===== config.mk =====
export PLATFORM = sky130hd
export DESIGN_NAME = op_sequencer
export DESIGN_NICKNAME = d
export VERILOG_FILES = /design/src/rtl/op_seq_pkg.sv /design/src/rtl/btn_debounce.sv /design/src/rtl/op_sequencer.sv
export SDC_FILE = /design/constraint.sdc
export NUM_CORES = 1
export LEC_CHECK = 0
export ABC_AREA = 1
export BUFFER_PORTS_ARGS = -buffer_cell sky130_fd_sc_hd__buf_2
export CAP_MARGIN = 20
export CORE_MARGIN = 8
export CORE_UTILIZATION = 48
export DETAILED_ROUTE_END_ITERATION = 6
export GPL_TIMING_DRIVEN = 0
export HOLD_SLACK_MARGIN = 0.12
export PLACE_DENSITY = 0.83
export SYNTH_ARGS = -nofsm -noshare
export SYNTH_HDL_FRONTEND = slang
export SYNTH_SLANG_ARGS = --single-unit

===== constraint.sdc =====
create_clock -name CLK100MHZ -period 3.8 [get_ports CLK100MHZ]
set_clock_uncertainty 0.15 [all_clocks]
set_input_delay 0.76 -clock CLK100MHZ [delete_from_list [all_inputs] [get_ports CLK100MHZ]]
set_output_delay 0.76 -clock CLK100MHZ [all_outputs]
set_load 0.02 [all_outputs]

===== src/rtl/op_seq_pkg.sv =====
// Shared types and constants for the op_sequencer front-end controller.
package op_seq_pkg;

    localparam int unsigned OP_W  = 4;
    localparam int unsigned RES_W = 8;

    localparam logic [RES_W-1:0] LED_TIMEOUT_CODE = 8'hFF;

    typedef enum logic [2:0] {
        StIdle  = 3'd0,
        StLoad  = 3'd1,
        StStart = 3'd2,
        StWait  = 3'd3,
        StShow  = 3'd4
    } state_e;

endpackage


===== src/rtl/btn_debounce.sv =====
// Run-button conditioning: 2-flop synchronizer, debounce counter and re-arm logic.
// Emits one press pulse per clean press, however long the button is held.
module btn_debounce #(
    parameter int unsigned DEBOUNCE_CYCLES = 4
) (
    input  logic clk,
    input  logic rst,
    input  logic btn_raw,
    output logic press,
    output logic level
);

    localparam int unsigned CW = $clog2(DEBOUNCE_CYCLES + 1);
    localparam logic [CW-1:0] CNT_MAX = CW'(DEBOUNCE_CYCLES);

    logic          sync1_q, sync2_q;
    logic [CW-1:0] hi_cnt_q, hi_cnt_d;
    logic [CW-1:0] lo_cnt_q, lo_cnt_d;
    logic          armed_q, armed_d;
    logic          press_q, press_d;

    // Counters saturate at CNT_MAX so a long hold or long release cannot wrap.
    always_comb begin
        hi_cnt_d = '0;
        lo_cnt_d = '0;
        if (sync2_q) begin
            hi_cnt_d = (hi_cnt_q == CNT_MAX) ? hi_cnt_q : hi_cnt_q + CW'(1);
        end else begin
            lo_cnt_d = (lo_cnt_q == CNT_MAX) ? lo_cnt_q : lo_cnt_q + CW'(1);
        end

        press_d = armed_q && (hi_cnt_d == CNT_MAX);

        armed_d = armed_q;
        if (press_d) begin
            armed_d = 1'b0;
        end else if (lo_cnt_d == CNT_MAX) begin
            armed_d = 1'b1;
        end
    end

    always_ff @(posedge clk or posedge rst) begin
        if (rst) begin
            sync1_q  <= 1'b0;
            sync2_q  <= 1'b0;
            hi_cnt_q <= '0;
            lo_cnt_q <= '0;
            armed_q  <= 1'b1;
            press_q  <= 1'b0;
        end else begin
            sync1_q  <= btn_raw;
            sync2_q  <= sync1_q;
            hi_cnt_q <= hi_cnt_d;
            lo_cnt_q <= lo_cnt_d;
            armed_q  <= armed_d;
            press_q  <= press_d;
        end
    end

    assign press = press_q;
    assign level = sync2_q;

endmodule


===== src/rtl/op_sequencer.sv =====
// Board front-end: turns one debounced button press into one datapath operation,
// with operand latching, a completion timeout and a held LED result.
module op_sequencer
    import op_seq_pkg::*;
#(
    parameter int unsigned DEBOUNCE_CYCLES = 4,
    parameter int unsigned TIMEOUT_CYCLES  = 255
) (
    input  logic             CLK100MHZ,
    input  logic             CPU_RESET,
    input  logic             BTNU,
    input  logic [OP_W-1:0]  SW_A,
    input  logic [OP_W-1:0]  SW_B,
    input  logic             dp_done,
    input  logic [RES_W-1:0] dp_result,
    output logic             dp_start,
    output logic [OP_W-1:0]  dp_a,
    output logic [OP_W-1:0]  dp_b,
    output logic [RES_W-1:0] LED,
    output logic             busy,
    output logic             timeout
);

    localparam int unsigned TW = (TIMEOUT_CYCLES <= 255) ? 8 : $clog2(TIMEOUT_CYCLES + 1);
    localparam logic [TW-1:0] TCNT_LAST = TW'(TIMEOUT_CYCLES - 1);

    logic btn_press, btn_level, press_ok;

    btn_debounce #(
        .DEBOUNCE_CYCLES(DEBOUNCE_CYCLES)
    ) u_btn_debounce (
        .clk    (CLK100MHZ),
        .rst    (CPU_RESET),
        .btn_raw(BTNU),
        .press  (btn_press),
        .level  (btn_level)
    );

    assign press_ok = btn_press && btn_level;

    state_e           state_q, state_d;
    logic [TW-1:0]    tcnt_q, tcnt_d;
    logic [OP_W-1:0]  dp_a_q, dp_a_d, dp_b_q, dp_b_d;
    logic [RES_W-1:0] led_q, led_d;
    logic             timeout_q, timeout_d;
    logic             dp_start_q, dp_start_d;
    logic             busy_q, busy_d;

    always_comb begin
        state_d   = state_q;
        tcnt_d    = tcnt_q;
        dp_a_d    = dp_a_q;
        dp_b_d    = dp_b_q;
        led_d     = led_q;
        timeout_d = timeout_q;
        unique case (state_q)
            StIdle: begin
                if (press_ok) begin
                    state_d   = StLoad;
                    timeout_d = 1'b0;
                end
            end
            StLoad: begin
                dp_a_d  = SW_A;
                dp_b_d  = SW_B;
                state_d = StStart;
            end
            StStart: begin
                tcnt_d  = '0;
                state_d = StWait;
            end
            StWait: begin
                // dp_done takes priority over a timeout firing in the same cycle.
                if (dp_done) begin
                    led_d   = dp_result;
                    tcnt_d  = '0;
                    state_d = StShow;
                end else if (tcnt_q == TCNT_LAST) begin
                    led_d     = LED_TIMEOUT_CODE;
                    timeout_d = 1'b1;
                    tcnt_d    = '0;
                    state_d   = StShow;
                end else begin
                    tcnt_d = tcnt_q + TW'(1);
                end
            end
            StShow: begin
                state_d = StIdle;
            end
            default: begin
                state_d = StIdle;
            end
        endcase

        // Outputs are decoded from the next state so they register alongside it.
        dp_start_d = (state_d == StStart);
        busy_d     = (state_d == StLoad) || (state_d == StStart) || (state_d == StWait);
    end

    always_ff @(posedge CLK100MHZ or posedge CPU_RESET) begin
        if (CPU_RESET) begin
            state_q    <= StIdle;
            tcnt_q     <= '0;
            dp_a_q     <= '0;
            dp_b_q     <= '0;
            led_q      <= '0;
            timeout_q  <= 1'b0;
            dp_start_q <= 1'b0;
            busy_q     <= 1'b0;
        end else begin
            state_q    <= state_d;
            tcnt_q     <= tcnt_d;
            dp_a_q     <= dp_a_d;
            dp_b_q     <= dp_b_d;
            led_q      <= led_d;
            timeout_q  <= timeout_d;
            dp_start_q <= dp_start_d;
            busy_q     <= busy_d;
        end
    end

    assign dp_start = dp_start_q;
    assign dp_a     = dp_a_q;
    assign dp_b     = dp_b_q;
    assign LED      = led_q;
    assign busy     = busy_q;
    assign timeout  = timeout_q;

endmodule


==> reports/qor.yml <==
status: "complete, no violations"
grtUsageTotal: 0.1181
yosysSeqAreaShare: 0.5717
synthToLayoutAreaGrowth_pct: 17.84
critPathMaxStageDelay_ps: 400
swShare: 0.3989
overflow: 0
endpoint_kind: "primary output"
crit_family: "flip-flops"
cts_num_sinks: 40
pwr-share-comb: 0.382
layout_commonest_cell: "nand2_1"
stdcell_area_sq_um: 2066
vias_per_cell: 4.507
power.internal_mw: 0.8235
fmax_ghz: 0.5491
path_max_fanout: 2
grt_pass1_wl_um: 5637
p_per_area_nw_per_um2: 663.2
cts_hold_buf: 0
synth_cells: 200
dr.pass1.iters: 4
postCtsSetupRepairBufs: 0
synth_nets: 226
antenna_cells: 0
n_fill_cell: 327
slew_headroom: 0.4700
leakage_nw: 1.160
numCtsBuffers: 5
dr.first_iter.drc_count: 32
setup_viol: 0
htree_levels: 2
worstMarginPinSlew_ps: 793.8
clock-root-buffer: "clkbuf_4"
seq_power_share: 0.456
cts_tree: "done"
dr_total_vias: 1325
synth_area_leaders: "dfrtp_1 (56%), nand2_1 (10%), nor2_1 (6.9%)"
arrival_ps: 910
cts_resized: 0
die_y_um: 76.43
antenna_found_initial: 0
layout_common_cells: "nand2_1 (49), dfrtp_1 (39), buf_2 (39), nor2_1 (32), inv_1 (28)"
worstSkewPairLatency_ps: 350
gp_congestion: 0.7758
hold_path.class: "reg -> reg"
cts_buffer_depth: 2
period_minus_slack_ps: 1821
routed_wl_um: 3156
fp.dieW_um: 76.43
p_clk_frac: 0.162
ios: 39
finalSetupTns_ps: 0
hold_viol_final: 0
place.port_buffers: 38
ir_worst_vdd_mv: 0.4307
yosys_warnings: 0
grt_setup_unrepaired: "no"
synth_cell_types: 22
path_buf_inv: 1
mappedNetlistArea_sq_um: 1753
clkSlewWorstSetupHoldPaths_ps: 120
stdcell_count: 294
syn_area_per_cell_sq_um: 8.765
final_layout_size_suffix_gt1_frac: 0.2358
yosysTopAreaCell: "dfrtp_1"
fp-row-count: 22
synth-seq-cells: 40
drcViolationCount: 0
dpl_cell_area_sq_um: 2003
post-dp-hpwl_um: 2398
crit_chain: "buf_2"
startpoint_type: "flip-flop"
p_switching_mw: 0.5465
synth_top_area_frac: 0.5567
required_ps: 2890
grt_max_degree: 41
start_util: 0.4899
die_area_sq_um: 5842
ant_nets: 0
final-max-slew-violation-count: 0
grt_pass1_vias: 1380
crit_type: "reg -> out"
slowest_stage: "dfrtp_1"
finalNetCount: 271
cap_violations: 0
dp.cells: 286
core_sq_um: 3578
wl_per_cell_um: 10.73
finalPower_mw: 1.370
timing.final.crit_share: 0.4792
[path summary, 6_finish.rpt]
path                       cells past startpoint                              to  slack, ps                             start
min in group asynchronous                      2              dp_start$_DFF_PP0_        390                         CPU_RESET
min reg2reg                                    0  u_btn_debounce.level$_DFF_PP0_        210  u_btn_debounce.sync1_q$_DFF_PP0_
min                                            0  u_btn_debounce.level$_DFF_PP0_        210  u_btn_debounce.sync1_q$_DFF_PP0_
max in group asynchronous                      2           tcnt_q[7]$_DFFE_PP0P_       2600                         CPU_RESET
max                                            1                         dp_a[3]       1980               dp_a[3]$_DFFE_PP0P_
max reg2reg                                    6              LED[7]$_DFFE_PP0P_       2380              state_q[2]$_DFF_PP0_
[routing by layer]
layer,part of all wire,vias up,global-route usage
met2,0.47,29,0.1902
li1,-,698,-
met3,0.047,7,0.03538
met1,0.45,591,0.1284
met5,0,-,0
met4,0.031,0,0.08846
[layout make-up]
class	instances	area, sq um	area share
buffer	1	5.005	0.002423
clock buffer	7	55.05	0.02665
clock inverter	1	7.507	0.003634
inverter	33	123.9	0.05996
multi-input combinational	126	621.8	0.3010
sequential	40	1002	0.4852
tap	48	60.06	0.02907
timing repair buffer	38	190.2	0.09207
[per-stage QoR]
| step | utilization | worst slack, ps | hold slack (ps) |
|---|---|---|---|
| 6_report | 0.5773 | 1979 | 213.6 |
| 3_3_place_gp | 0.5598 | 1502 | 185.3 |
| 5_1_grt | 0.5773 | 1930 | 233.5 |
| 4_1_cts | 0.5773 | 1961 | 218.9 |
| 3_5_place_dp | 0.5598 | 2144 | 191.3 |
| 2_1_floorplan | - | 1974 | 181.2 |
[registers in the layout, summed over array words and instances (netlist names)]
signal and cells:
u_btn_debounce.hi_cnt_q 3, tcnt_q 8, LED 8, dp_a 4, timeout 1, dp_b 4, dp_start 1, u_btn_debounce.lo_cnt_q 3
u_btn_debounce.press 1, u_btn_debounce.level 1, busy 1, u_btn_debounce.sync1_q 1, state_q 3, u_btn_debounce.armed_q 1
[synthesized netlist by cell type, drive strengths merged]
cell	n
inv	32
and2	2
nand3b	2
nand2	53
dfstp	1
ha	6
xnor2	3
dfrtp	39
nand3	8
o21a	1
clkinv	1
a21oi	11
xor2	2
nor2	34
o21ai	3
buf	1
nand4	1
[logic make-up after synthesis]
kind of cell,count (synthesis),synth area share
and+or+nand+nor,100,0.2427
DFF,40,0.5717
buffers and inverters,34,0.07351
AOI/OAI and AO/OA,15,0.04425
adders and majority gates,6,0.04283
xor gates and xnor gates,5,0.02499
[power groups by stage]
| stage | registers (mW) | clock network [mW] | logic, mW |
|---|---|---|---|
| 3_3_place_gp | 0.630 | 0 | 0.518 |
| 4_1_cts | 0.625 | 0.233 | 0.537 |
| 3_5_place_dp | 0.633 | 0 | 0.535 |
| 6_report | 0.624 | 0.222 | 0.523 |
| 2_1_floorplan | 0.749 | 0 | 0.247 |
| 5_1_grt | 0.639 | 0.249 | 0.589 |
No activity file was read; power rests on OpenSTA's default activity.
